### config.mk
export PLATFORM = sky130hd
export DESIGN_NAME = i2s_frame_engine
export DESIGN_NICKNAME = d
export VERILOG_FILES = /design/src/rtl/i2s_pkg.sv /design/src/rtl/i2s_bclk_gen.sv /design/src/rtl/i2s_frame_engine.sv
export SDC_FILE = /design/constraint.sdc
export NUM_CORES = 1
export LEC_CHECK = 0
export BUFFER_PORTS_ARGS = -buffer_cell sky130_fd_sc_hd__buf_2
export CAP_MARGIN = 20
export CORE_UTILIZATION = 62
export DETAILED_ROUTE_END_ITERATION = 10
export PLACE_DENSITY_LB_ADDON = 0.3
export SLEW_MARGIN = 20
export SYNTH_ARGS = -nofsm -noshare
export SYNTH_HDL_FRONTEND = slang
export SYNTH_SLANG_ARGS = --single-unit
### constraint.sdc
create_clock -name i_clk -period 4.89 [get_ports i_clk]
set_input_delay 0.489 -clock i_clk [delete_from_list [all_inputs] [get_ports i_clk]]
set_output_delay 0.489 -clock i_clk [all_outputs]
set_load 0.05 [all_outputs]
### src/rtl/i2s_pkg.sv
// Shared state type, width helpers and parameter legality for the I2S frame engine.
// Latency: none; declarations only.
// Backpressure: none; declarations only.
package i2s_pkg;

  typedef enum logic [1:0] {
    ST_IDLE  = 2'd0,
    ST_RUN   = 2'd1,
    ST_DRAIN = 2'd2
  } state_t;

  // Width of a counter holding 0..n-1, never narrower than one bit.
  function automatic int cnt_width(input int n);
    return (n <= 2) ? 1 : $clog2(n);
  endfunction

  // Width of the system-clock-per-BCLK divider.
  function automatic int div_cnt_w(input int bclk_div);
    return cnt_width(bclk_div);
  endfunction

  // Width of the BCLK-period-in-frame counter (0..2*slot_w-1).
  function automatic int frame_cnt_w(input int slot_w);
    return cnt_width(2 * slot_w);
  endfunction

  // A slot needs one spare BCLK for the I2S delay bit; the divider must split evenly.
  function automatic bit params_legal(input int data_w, input int slot_w, input int bclk_div);
    return (data_w >= 2) && (data_w <= 32) && (slot_w >= data_w + 1) &&
           (bclk_div >= 2) && ((bclk_div % 2) == 0);
  endfunction

endpackage

### src/rtl/i2s_bclk_gen.sv
// BCLK divider: counts system clocks per BCLK period and strobes fall/rise/last cycles.
// Latency: strobes are combinational from the divider register; o_bclk follows it directly.
// Backpressure: none; runs whenever i_en is high, parks at zero when low.
module i2s_bclk_gen
  import i2s_pkg::*;
#(
  parameter int BCLK_DIV = 8
) (
  input  logic i_clk,
  input  logic i_rst,
  input  logic i_en,
  output logic o_bclk,
  output logic o_fall,
  output logic o_rise,
  output logic o_last
);

  localparam int CW = div_cnt_w(BCLK_DIV);
  localparam logic [CW-1:0] HALF = CW'(BCLK_DIV / 2);
  localparam logic [CW-1:0] LAST = CW'(BCLK_DIV - 1);

  logic [CW-1:0] div_cnt_q, div_cnt_d;

  // Wrap the divider while enabled; hold it cleared otherwise so a restart begins on a fall.
  always_comb begin
    div_cnt_d = '0;
    if (i_en) begin
      div_cnt_d = (div_cnt_q == LAST) ? '0 : div_cnt_q + CW'(1);
    end
  end

  // Divider register.
  always_ff @(posedge i_clk) begin
    if (i_rst) begin
      div_cnt_q <= '0;
    end else begin
      div_cnt_q <= div_cnt_d;
    end
  end

  assign o_bclk = i_en && (div_cnt_q >= HALF);
  assign o_fall = i_en && (div_cnt_q == '0);
  assign o_rise = i_en && (div_cnt_q == HALF);
  assign o_last = i_en && (div_cnt_q == LAST);

endmodule

### src/rtl/i2s_frame_engine.sv
// I2S master: generates BCLK/LRCK, serialises a stereo TX frame, deserialises a stereo RX frame.
// Latency: TX holding register loads at frame start; RX result valid one cycle after its last bit.
// Backpressure: one-entry TX holding register (valid/ready); RX has none, results hold until next frame.
module i2s_frame_engine
  import i2s_pkg::*;
#(
  parameter int DATA_W   = 16,
  parameter int SLOT_W   = 32,
  parameter int BCLK_DIV = 8
) (
  input  logic              i_clk,
  input  logic              i_rst,
  input  logic              i_en,
  input  logic              i_mono,
  input  logic              i_tx_valid,
  input  logic [DATA_W-1:0] i_tx_left,
  input  logic [DATA_W-1:0] i_tx_right,
  output logic              o_tx_ready,
  output logic              o_rx_valid,
  output logic [DATA_W-1:0] o_rx_left,
  output logic [DATA_W-1:0] o_rx_right,
  output logic              o_underrun,
  output logic              o_bclk,
  output logic              o_lrck,
  output logic              o_dacdat,
  input  logic              i_adcdat
);

  localparam int KW = frame_cnt_w(SLOT_W);
  localparam logic [KW-1:0] K_LAST   = KW'(2 * SLOT_W - 1);
  localparam logic [KW-1:0] K_SLOT   = KW'(SLOT_W);
  localparam logic [KW-1:0] K_RXDONE = KW'(SLOT_W + DATA_W);
  localparam logic [KW-1:0] P_DATA   = KW'(DATA_W);

  if (!params_legal(DATA_W, SLOT_W, BCLK_DIV)) begin : g_bad_params
    $error("i2s_frame_engine: illegal DATA_W/SLOT_W/BCLK_DIV combination");
  end

  state_t            state_q, state_d;
  logic              active;
  logic              fall, rise, last, frame_end, load, tx_xfer, rx_done;
  logic [KW-1:0]     k_q, k_d, k_nxt, p_cur, p_nxt;
  logic              rx_win, tx_win;

  logic              hold_full_q;
  logic [DATA_W-1:0] hold_l_q, hold_r_q;
  logic [DATA_W-1:0] tx_sh_l_q, tx_sh_r_q;
  logic              dacdat_q, lrck_q, underrun_q;
  logic [DATA_W-1:0] rx_sh_l_q, rx_sh_r_q, rx_l_d, rx_r_d;
  logic [DATA_W-1:0] rx_left_q, rx_right_q;
  logic              rx_valid_q;

  i2s_bclk_gen #(.BCLK_DIV(BCLK_DIV)) u_bclk (
    .i_clk  (i_clk),
    .i_rst  (i_rst),
    .i_en   (active),
    .o_bclk (o_bclk),
    .o_fall (fall),
    .o_rise (rise),
    .o_last (last)
  );

  assign frame_end = last && (k_q == K_LAST);

  // State register.
  always_ff @(posedge i_clk) begin
    if (i_rst) begin
      state_q <= ST_IDLE;
    end else begin
      state_q <= state_d;
    end
  end

  // Next state: stopping is only allowed on a frame boundary, so a started frame always completes.
  always_comb begin
    state_d = state_q;
    case (state_q)
      ST_IDLE:  if (i_en) state_d = ST_RUN;
      ST_RUN:   if (!i_en) state_d = frame_end ? ST_IDLE : ST_DRAIN;
      ST_DRAIN: begin
        if (i_en)           state_d = ST_RUN;
        else if (frame_end) state_d = ST_IDLE;
      end
      default:  state_d = ST_IDLE;
    endcase
  end

  // FSM outputs: the bit clock runs in both RUN and DRAIN.
  always_comb begin
    active = (state_q == ST_RUN) || (state_q == ST_DRAIN);
  end

  // BCLK period index within the frame, plus slot positions for this and the next period.
  always_comb begin
    k_nxt  = (k_q == K_LAST) ? '0 : k_q + KW'(1);
    k_d    = last ? k_nxt : k_q;
    p_cur  = (k_q >= K_SLOT) ? k_q - K_SLOT : k_q;
    p_nxt  = (k_nxt >= K_SLOT) ? k_nxt - K_SLOT : k_nxt;
    rx_win = (p_cur != '0) && (p_cur <= P_DATA);
    tx_win = (p_nxt != '0) && (p_nxt <= P_DATA);
  end

  // Frame position register.
  always_ff @(posedge i_clk) begin
    if (i_rst) begin
      k_q <= '0;
    end else begin
      k_q <= k_d;
    end
  end

  assign load    = fall && (k_q == '0);
  assign tx_xfer = i_tx_valid && !hold_full_q;

  // TX holding register: emptied by a frame-start load, refilled by a handshake.
  always_ff @(posedge i_clk) begin
    if (i_rst) begin
      hold_full_q <= 1'b0;
      hold_l_q    <= '0;
      hold_r_q    <= '0;
    end else if (load && hold_full_q) begin
      hold_full_q <= 1'b0;
    end else if (tx_xfer) begin
      hold_full_q <= 1'b1;
      hold_l_q    <= i_tx_left;
      hold_r_q    <= i_tx_right;
    end
  end

  // TX serialiser: LRCK/DACDAT are prepared on the last system clock so they change with BCLK's fall.
  always_ff @(posedge i_clk) begin
    if (i_rst) begin
      tx_sh_l_q  <= '0;
      tx_sh_r_q  <= '0;
      dacdat_q   <= 1'b0;
      lrck_q     <= 1'b0;
      underrun_q <= 1'b0;
    end else begin
      underrun_q <= load && !hold_full_q;
      if (load) begin
        if (hold_full_q) begin
          tx_sh_l_q <= hold_l_q;
          tx_sh_r_q <= i_mono ? hold_l_q : hold_r_q;
        end else begin
          tx_sh_l_q <= '0;
          tx_sh_r_q <= '0;
        end
      end else if (last) begin
        lrck_q <= (k_nxt >= K_SLOT);
        if (!tx_win) begin
          dacdat_q <= 1'b0;
        end else if (k_nxt >= K_SLOT) begin
          dacdat_q  <= tx_sh_r_q[DATA_W-1];
          tx_sh_r_q <= tx_sh_r_q << 1;
        end else begin
          dacdat_q  <= tx_sh_l_q[DATA_W-1];
          tx_sh_l_q <= tx_sh_l_q << 1;
        end
      end
    end
  end

  // RX deserialiser next values: sample ADCDAT on BCLK rise inside the data window, MSB first.
  always_comb begin
    rx_l_d = rx_sh_l_q;
    rx_r_d = rx_sh_r_q;
    if (rise && rx_win) begin
      if (k_q >= K_SLOT) rx_r_d = {rx_sh_r_q[DATA_W-2:0], i_adcdat};
      else               rx_l_d = {rx_sh_l_q[DATA_W-2:0], i_adcdat};
    end
  end

  assign rx_done = rise && (k_q == K_RXDONE);

  // RX registers: publish both channels once the right channel's last bit is in.
  always_ff @(posedge i_clk) begin
    if (i_rst) begin
      rx_sh_l_q  <= '0;
      rx_sh_r_q  <= '0;
      rx_left_q  <= '0;
      rx_right_q <= '0;
      rx_valid_q <= 1'b0;
    end else begin
      rx_sh_l_q  <= rx_l_d;
      rx_sh_r_q  <= rx_r_d;
      rx_valid_q <= rx_done;
      if (rx_done) begin
        rx_left_q  <= rx_l_d;
        rx_right_q <= rx_r_d;
      end
    end
  end

  assign o_tx_ready = !hold_full_q;
  assign o_rx_valid = rx_valid_q;
  assign o_rx_left  = rx_left_q;
  assign o_rx_right = rx_right_q;
  assign o_underrun = underrun_q;
  assign o_lrck     = lrck_q;
  assign o_dacdat   = dacdat_q;

endmodule

==> metrics.yaml, run 1 <==
outcome:
  outcome: "complete, no violations"
detailed_routing:
  drc: 0
  post_drt_wl_per_cell_um: 15.5
  via_count: 5157
  final_antenna_net_count: 0
  drtIter0Drc: 282
  drt_first_pass_iters: 5
  wl_um: 14000
  vias_per_cell: 5.70
sta:
  rsz0062_at_grt: "false"
  max_slew.worst_pin.slew_ps: 1090
  post-route-min-period_ps: 2750
  period_share_pct: 56.2
  timing.setup.tns_ps: 0
  hold_viol: 0
  drv_slew: 0
  max_freq_mhz: 364
  fin_skew_ps: 9.49
  setup_viol: 0
  holdWs_ps: 185
  slew_headroom_pct: 27.0
  fin_ws_ps: 2140
logic_synthesis:
  yosysSeqAreaShare_pct: 46.2
  synth_edf_count: 0
  synthCells: 718
  ys.flop_type: "dfxtp_1"
  synth_nets: 765
  synth_cell_types: 48
  avgSynthCellArea_um2: 8.63
  yosysWarnings: 0
  netlist_area_mm2: 0.00620
  ys_ff_latch: 143
  async_flop_share_pct: 0
grt:
  overflow: 0
  grt_pass1_vias: 4772
  grtUsageMet2_pct: 44.7
  grt_busiest_layer: "met2"
  grt_pass1_wl_um: 22400
  antenna_found_initial: 0
  track_usage_pct: 28.0
  gr-usage-met3_pct: 7.32
  grt_max_degree: 66
  met1_usage_pct: 35.0
clock_network:
  cts_buffers: 17
  cts-root-buf: "clkbuf_8"
  cts_tree: "done"
  cts_resized: 0
  clk_pin_slew_ps: 60
  postCtsSetupBuffers: 0
  clock_path_buffers: 2
  postCtsHoldBufs: 0
  clkSinkCount: 143
  clk_latency_ps: 540
  h-tree-depth: 4
setup_path:
  start_kind: "flop"
  critPathSlowestCell: "nand3b_1"
  critPathKind: "reg2reg"
  crit_chain: "inv_1 -> ha_1 -> nor3b_4 -> xnor2_1 -> nand3b_1 -> mux2i_1 -> a211oi_1"
  worst-path-buf-inv: 1
  path_max_fanout: 16
  cp_top_family: "simple AND/OR/NAND/NOR gates"
  worstPathArrival_ps: 3150
  crit_required_ps: 5290
  worstSetupEndpointType: "flop"
  slowest_delay_ps: 770
floorplanning:
  die_width_um: 102
  dieArea_mm2: 0.0104
  pin_count: 76
  coreArea_mm2: 0.00973
  num_rows: 36
  chipHeight_um: 102
  start_util_pct: 63.7
pwr:
  p_per_area_mw_per_mm2: 377
  finalPower_mw: 2.69
  leakage_nw: 2.96
  max-vdd-ir-drop_v: 0.000285
cells_and_area:
  final_cell_mix: "nand2_1, dfxtp_1, a21oi_1"
  syn_to_final_growth_pct: 15.0
  fill_cells: 721
  n_antenna_cell: 0
  layout_commonest_cell: "nand2_1"
  drive_above_1_share_pct: 19.8
  layout.nets: 807
placed_design:
  portBuffers: 75
  place_ws_ps: 2060
  gp_congestion: 0.898
  dp_hpwl_um: 8630
min_path:
  hold_path_class: "in2reg"
job:
  cap_violations: 0
[cell type report]
cell class                      count  area [µm²]  area share [%]
Inverter                            8        30.0           0.421
Timing Repair Buffer               82         438            6.14
Tap cell                          133         166            2.33
Clock inverter                     12         159            2.23
Clock buffer                       19         442            6.20
Sequential cell                   143        2860            40.2
Multi-Input combinational cell    508        3030            42.5
[metrics by stage]
step / util, % / std cells / cell area, µm²
3_5_place_dp: 66.9 / 873 / 6510
2_1_floorplan: - / 718 / 6200
4_1_cts: 73.0 / 904 / 7110
6_report: 73.3 / 905 / 7130
3_3_place_gp: 66.8 / 873 / 6500
5_1_grt: 73.3 / 905 / 7130
[cells by family after synthesis]
family | after synthesis | synth area share (%)
DFF | 143 | 46.2
and+or+nand+nor | 299 | 22.4
muxes | 64 | 11.6
buffers and inverters | 67 | 5.15
AOI/OAI and AO/OA | 133 | 12.5
xor gates and xnor gates | 3 | 0.424
adders and majority gates | 9 | 1.82
[flip-flops by register name (all words and copies together) (netlist names), 6 cells and up]
| name | flops |
|---|---|
| hold_l_q | 16 |
| hold_r_q | 16 |
| o_rx_left | 16 |
| o_rx_right | 16 |
| rx_sh_l_q | 16 |
| tx_sh_l_q | 16 |
| tx_sh_r_q | 16 |
| rx_sh_r_q | 15 |
| k_q | 6 |
[worst register-to-register path, delay by kind of cell (launching register included)]
kind	cells	cell delay, ps
adder cells (fa/ha/maj)	1	210
buffers and inverters	1	100
multiplexers	1	520
flip-flops	1	400
AND/OR/NAND/NOR	2	940
XOR/XNOR	1	310
AO/OA/AOI/OAI	1	120
[layer usage]
metal  vias to the layer above  share of wire, %
met4                         0               2.6
met2                       172                48
met1                      2434                44
met3                        38               5.6
li1                       2513                 -
met5                         -                 0
[cell usage after synthesis (11+ instances only)]
| cell | instances | share of area [%] |
|---|---|---|
| o21ai_0 | 12 | 0.97 |
| a21oi_1 | 79 | 6.4 |
| nor2b_1 | 15 | 1.5 |
| clkbuf_1 | 34 | 2.1 |
| nor2_1 | 53 | 3.2 |
| nand2_1 | 153 | 9.3 |
| dfxtp_1 | 143 | 46 |
| mux2i_1 | 33 | 5.3 |
| buf_2 | 11 | 0.89 |
| a21o_1 | 15 | 1.8 |
| mux2_2 | 21 | 3.8 |
| nand4b_1 | 16 | 2.3 |
| nand3_1 | 35 | 2.8 |
[report_power, final]
group          leakage [nW]  switching (mW)  internal, mW  total (mW)
Clock                 0.291           0.507         0.805        1.31
Combinational          1.51           0.118        0.0557       0.174
Sequential             1.16          0.0145          1.19        1.20
[path summary, 6_finish.rpt]
check | startpoint | slack, ps | to | depth (start not counted)
worst min-delay path | i_tx_left[6] | 190 | hold_l_q[6] | 3
worst max-delay path | k_q[0] | 2140 | o_rx_left[3] | 7
worst max register to register | k_q[0] | 2140 | o_rx_left[3] | 7
worst min register to register | o_rx_left[8] | 450 | o_rx_left[8] | 2
Power figures use the tool's default switching activity.
==> inputs of run 2 (changes only) <==
--- a/config.mk
+++ b/config.mk
@@ -7,7 +7,7 @@
 export LEC_CHECK = 0
 export BUFFER_PORTS_ARGS = -buffer_cell sky130_fd_sc_hd__buf_2
 export CAP_MARGIN = 20
-export CORE_UTILIZATION = 62
+export CORE_UTILIZATION = 52
 export DETAILED_ROUTE_END_ITERATION = 10
 export PLACE_DENSITY_LB_ADDON = 0.3
 export SLEW_MARGIN = 20
==> constraint.sdc (replaced) <==
create_clock -name i_clk -period 2.45 [get_ports i_clk]
set_input_delay 0.245 -clock i_clk [delete_from_list [all_inputs] [get_ports i_clk]]
set_output_delay 0.245 -clock i_clk [all_outputs]
set_load 0.05 [all_outputs]
==> run 2 against run 1 <==
The flow now finishes with violations (DRC). Clock skew shrank 2.1 ps. Non-clock buffer count up 10. Sequential cell count did not move. Final area up 1.8%. Via count fell by 3.1%. Register-to-register slack got worse by 2000 ps. Worst setup slack got worse by 2000 ps. Clock power is 110% higher. Critical path depth did not move. Sequential share of layout area fell by 0.71 points. Hold slack worse by 120 ps. Largest cell class unchanged.
==> metrics.yaml, run 2 (same netlist as run 1, synthesis figures left out) <==
sta:
  timing.setup.tns_ps: 0  # unchanged
  post-route-min-period_ps: 2270  # -475 ps
  slew_headroom_pct: 36.7  # +9.7 points
  max_freq_mhz: 440  # +21%
  period_share_pct: 92.8  # +37 points
  holdWs_ps: 61.9  # -123 ps
  setup_viol: 0  # unchanged
  rsz0062_at_grt: "false"
  max_slew.worst_pin.slew_ps: 950  # -143 ps
  hold_viol: 0  # unchanged
  drv_slew: 0  # unchanged
  fin_skew_ps: 7.40  # -2.09 ps
detailed_routing:
  via_count: 4996  # -3.1%
  wl_um: 13000  # -7.2%
  drc: 8  # +8
  drtIter0Drc: 322  # +14%
  vias_per_cell: 5.40  # -5.2%
  post_drt_wl_per_cell_um: 14.1  # -9.2%
  final_antenna_net_count: 0  # unchanged
  drt_first_pass_iters: 7  # +2
grt:
  grt_pass1_vias: 4714  # -1.2%
  grt_max_degree: 102  # +55%
  grt_pass1_wl_um: 21900  # -2.2%
  overflow: 0  # unchanged
  antenna_found_initial: 0  # unchanged
  track_usage_pct: 21.9  # -6.1 points
pwr:
  p_per_area_mw_per_mm2: 761  # +100%
  leakage_nw: 3.02  # +2.0%
  p_sw_share_pct: 22.1  # -1.7 points
  p_int_mw: 4.30  # +110%
  finalPower_mw: 5.52  # +110%
  power.switching_mw: 1.22  # +91%
  seq_power_share_pct: 43.4  # -1.3 points
  p_clk_share_pct: 50.2  # +1.4 points
  max-vdd-ir-drop_v: 0.000542  # +90%
  p_comb_share_pct: 6.4  # about the same
setup_path:
  worstSetupEndpointType: "flop"
  critPathSlowestCell: "ha_1"
  crit_chain: "inv_1 -> ha_1 -> and2_1 -> o21ai_1 -> o21ai_4 -> buf_4 -> mux2_2"
  slowest_delay_ps: 390  # -380 ps
  crit_required_ps: 2750  # -2540 ps
  start_kind: "flop"
  worstPathArrival_ps: 2570  # -580 ps
  cp_top_family: "adder cells"
  critPathKind: "reg2reg"
  path_max_fanout: 15  # -1
  worst-path-buf-inv: 2  # +1
clock_network:
  cts_buffers: 17  # unchanged
  clk_pin_slew_ps: 60  # about the same
  postCtsHoldBufs: 0  # unchanged
  clock_path_buffers: 2  # unchanged
  cts_tree: "done"
  cts-root-buf: "clkbuf_16"
  clk_latency_ps: 420  # -120 ps
  h-tree-depth: 4  # unchanged
  clkSinkCount: 143  # unchanged
  postCtsSetupBuffers: 0  # unchanged
  cts_resized: 0  # unchanged
placed_design:
  dp_hpwl_um: 8430  # -2.4%
  portBuffers: 75  # unchanged
  gp_congestion: 0.795  # -11%
floorplanning:
  dieArea_mm2: 0.0124  # +19%
  die_width_um: 111  # +9.0%
  chipHeight_um: 111  # +9.0%
  coreArea_mm2: 0.0115  # +18%
  num_rows: 39  # +8.3%
  start_util_pct: 53.8  # -9.9 points
  pin_count: 76  # unchanged
cells_and_area:
  n_antenna_cell: 0  # unchanged
  final_cell_mix: "nand2_1, dfxtp_1, a21oi_1"
  drive_above_1_share_pct: 20.6  # +0.77 points
  syn_to_final_growth_pct: 17.1
  layout.nets: 817  # +1.2%
  layout_commonest_cell: "nand2_1"
min_path:
  hold_path_class: "in2reg"
outcome:
  violations: "DRC"
  outcome: "finished with violations"
job:
  cap_violations: 0  # unchanged
run 2: metal layers:
| layer | up-vias | GRT usage [%] | part of all wire [%] |
|---|---|---|---|
| met5 | - | 0 | 0 |
| met4 | 0 | 7.75 | 1.3 |
| met3 | 18 | 6.07 | 4.2 |
| met2 | 88 | 34.7 | 46 |
| met1 | 2352 | 28.5 | 49 |
| li1 | 2538 | - | - |
run 2: path summary, 6_finish.rpt:
path / endpoint / slack [ps] / startpoint / cells past startpoint
setup reg to reg: tx_sh_l_q[1] / 180 / state_q[0] / 7
hold / removal: hold_r_q[5] / 60 / i_tx_right[5] / 3
setup / recovery: tx_sh_l_q[1] / 180 / state_q[0] / 7
hold reg to reg: o_dacdat / 450 / o_dacdat / 2
run 2: layout make-up:
class	instances	area, µm²
flip-flops and latches	143	2860
inverters	8	30.0
fillers	926	4260
clock buffers	23	488
repair buffers	92	518
well taps	143	179
multi-input cells	508	3020
clock inverters	8	154
run 2: stage by stage:
step | utilization (%) | setup slack (ps) | instance area [µm²] | std cells
CTS | 63.0 | 190 | 7260 | 925
global route | 63.0 | 39.3 | 7260 | 925
floorplan | - | 363 | 6200 | 718
global placement | 57.4 | 290 | 6610 | 894
finish | 63.0 | 175 | 7260 | 925
detailed placement | 57.4 | 215 | 6610 | 894
run 2: tightest hold or removal path, stage by stage:
cell     delay, ps
buf_2           90
nand2_1         40
a21oi_1         50
run 2: power groups by stage:
stage / registers (mW) / clock network, mW / logic [mW]
6_report: 2.40 / 2.77 / 0.354
5_1_grt: 2.40 / 2.89 / 0.389
2_1_floorplan: 2.44 / 0 / 0.259
4_1_cts: 2.40 / 2.80 / 0.353
3_3_place_gp: 2.45 / 0 / 0.343
3_5_place_dp: 2.45 / 0 / 0.351
==> inputs of run 3 (changes only) <==
--- a/config.mk
+++ b/config.mk
@@ -5,12 +5,13 @@
 export SDC_FILE = /design/constraint.sdc
 export NUM_CORES = 1
 export LEC_CHECK = 0
+export ABC_AREA = 1
 export BUFFER_PORTS_ARGS = -buffer_cell sky130_fd_sc_hd__buf_2
 export CAP_MARGIN = 20
 export CORE_UTILIZATION = 52
+export CTS_CLUSTER_SIZE = 8
 export DETAILED_ROUTE_END_ITERATION = 10
 export PLACE_DENSITY_LB_ADDON = 0.3
-export SLEW_MARGIN = 20
 export SYNTH_ARGS = -nofsm -noshare
 export SYNTH_HDL_FRONTEND = slang
 export SYNTH_SLANG_ARGS = --single-unit
==> run 3 against run 2 <==
The flow now finishes without violations. Worst setup slack gained 240 ps. Count of clock-buffer cells in the layout shrank 6. Register-to-register slack gained 240 ps. Synthesized area grew 3.7%. First-iteration DRC count grew 12%. Hold slack gained 8.8 ps. Synthesized cell count grew 26%. Via count grew 16%. Final area grew 3.2%. Routed wire length grew 9.1%. Critical endpoint is now o_rx_right[11]. Largest cell class is now registers. Highest routed layer unchanged.
==> metrics.yaml, run 3 <==
outcome:
  outcome: "complete, no violations"
setup_path:
  worstPathArrival_ps: 2340  # -230 ps
  critPathKind: "reg2reg"
  rrSetupSlack_ps: 410  # +240 ps
  start_kind: "flop"
  worstSetupEndpointType: "flop"
  path_max_fanout: 16  # +1
  crit_required_ps: 2760  # about the same
detailed_routing:
  final_antenna_net_count: 0  # unchanged
  vias_per_cell: 5.20  # -3.8%
  drc: 0  # -8
  via_count: 5816  # +16%
  drt_first_pass_iters: 5  # -2
  drtIter0Drc: 362  # +12%
  post_drt_wl_per_cell_um: 12.7  # -9.8%
  wl_um: 14200  # +9.1%
logic_synthesis:
  ys_ff_latch: 144  # +0.70%
  async_flop_share_pct: 0  # unchanged
  yosysWarnings: 0  # unchanged
  yosysMostFrequentCell: "nor2_1"
  yosysTopAreaCell: "dfxtp_1"
  synthTopCellsByArea: "dfxtp_1, nor2_1, nand2_1"
  synthCells: 906  # +26%
  ys.flop_type: "dfxtp_1"
  netlist_area_mm2: 0.00643  # +3.7%
  synth_nets: 953  # +25%
  synth_cell_types: 29  # -40%
  avgSynthCellArea_um2: 7.09  # -18%
  synth_top_area_share_pct: 44.9  # -1.3 points
  synth_edf_count: 0  # unchanged
  yosysSeqAreaShare_pct: 44.9  # -1.3 points
  synth_common_cells: "nor2_1, nand2_1, dfxtp_1, inv_1, a21oi_1"
grt:
  track_usage_pct: 23.4  # +1.5 points
  overflow: 0  # unchanged
  grt_pass1_vias: 5318  # +13%
  grt_max_degree: 71  # -30%
  grt_pass1_wl_um: 24100  # +10%
  antenna_found_initial: 0  # unchanged
sta:
  holdWs_ps: 70.7  # +8.78 ps
  rsz0062_at_grt: "false"
  max_slew.worst_pin.slew_ps: 687  # -262 ps
  drv_slew: 0  # unchanged
  period_share_pct: 83.1  # -9.8 points
  hold_viol: 0  # unchanged
  timing.setup.tns_ps: 0  # unchanged
  setup_viol: 0  # unchanged
  fin_ws_ps: 414  # +239 ps
  max_freq_mhz: 491  # +12%
  post-route-min-period_ps: 2040  # -239 ps
  fin_skew_ps: 11.3  # +3.89 ps
  slew_headroom_pct: 54.1  # +17 points
pwr:
  p_per_area_mw_per_mm2: 871  # +14%
  max-vdd-ir-drop_v: 0.000598  # +10%
  leakage_nw: 3.33  # +10%
  finalPower_mw: 6.52  # +18%
placed_design:
  portBuffers: 75  # unchanged
  gp_congestion: 0.868  # +9.1%
  place_inst: 1087  # +22%
  place_area_mm2: 0.00685  # +3.6%
  place_ws_ps: 446  # +231 ps
  dp_hpwl_um: 8870  # +5.2%
min_path:
  hold_path_class: "in2reg"
clock_network:
  cts_resized: 0  # unchanged
  postCtsSetupBuffers: 0  # unchanged
  postCtsHoldBufs: 0  # unchanged
  clk_latency_ps: 420  # about the same
  clkSinkCount: 144  # +0.70%
  cts_buffers: 17  # unchanged
  cts_tree: "done"
  clk_pin_slew_ps: 60  # about the same
  h-tree-depth: 4  # unchanged
  clock_path_buffers: 2  # unchanged
  cts-root-buf: "clkbuf_16"
floorplanning:
  pin_count: 76  # unchanged
  start_util_pct: 53.5  # -0.32 points
  num_rows: 40  # +2.6%
  coreArea_mm2: 0.0120  # +4.3%
  chipHeight_um: 113  # +1.8%
  dieArea_mm2: 0.0128  # +3.6%
  die_width_um: 113  # +1.8%
cells_and_area:
  post-route-util_pct: 62.3  # -0.68 points
  drive_above_1_share_pct: 14.8  # -5.8 points
  fin_area_mm2: 0.00749  # +3.2%
  n_antenna_cell: 0  # unchanged
  stdcell_count: 1119  # +21%
  syn_to_final_growth_pct: 16.5
  layout.nets: 1006  # +23%
  fill_cells: 1122  # +21%
  final_cell_mix: "nor2_1, nand2_1, dfxtp_1"
  layout_commonest_cell: "nor2_1"
job:
  cap_violations: 0  # unchanged
-- run 3: logic make-up after synthesis --
group	share of synthesized area (%)
compound gates	13.6
buf+inv	10.6
simple gates	29.2
fa+ha+maj	1.75
flops	44.9
-- run 3: critical path, cell delays in order (launching register included) --
cell and delay [ps]:
dfxtp_1 360, inv_1 90, ha_1 330, nand2_1 80, nor2_1 170, nand3_2 160
nor2_4 190, inv_2 160, nand2_1 130, nand3_1 80, o211ai_1 100, inv_1 60
-- run 3: routing by layer --
layer / global-route usage [%] / wire (µm)
met5: 0 / 0
met4: 7.02 / 124
met3: 6.86 / 667
met2: 37.0 / 6580
met1: 30.8 / 6820
-- run 3: worst paths after layout --
kind	start	cells after the start	endpoint
max	state_q[0]	11	o_rx_right[11]
min	i_tx_left[0]	3	hold_l_q[0]
max reg2reg	state_q[0]	11	o_rx_right[11]
min reg2reg	hold_r_q[0]	2	hold_r_q[0]
-- run 3: where the power goes --
group          total (mW)  internal, mW  switching (mW)
combinational        1.13         0.395           0.740
clock                2.75          1.72            1.04
sequential           2.63          2.54          0.0903
total                6.52          4.65            1.87
-- run 3: final cells by class --
| class | count | area [µm²] | share of cell area, % |
|---|---|---|---|
| sequential | 144 | 2880 | 38.5 |
| multi-input combinational | 600 | 2870 | 38.3 |
| timing repair buffer | 89 | 518 | 6.92 |
| clock buffer | 17 | 425 | 5.68 |
| inverter | 107 | 402 | 5.37 |
| clock inverter | 15 | 209 | 2.79 |
| tap | 147 | 184 | 2.46 |
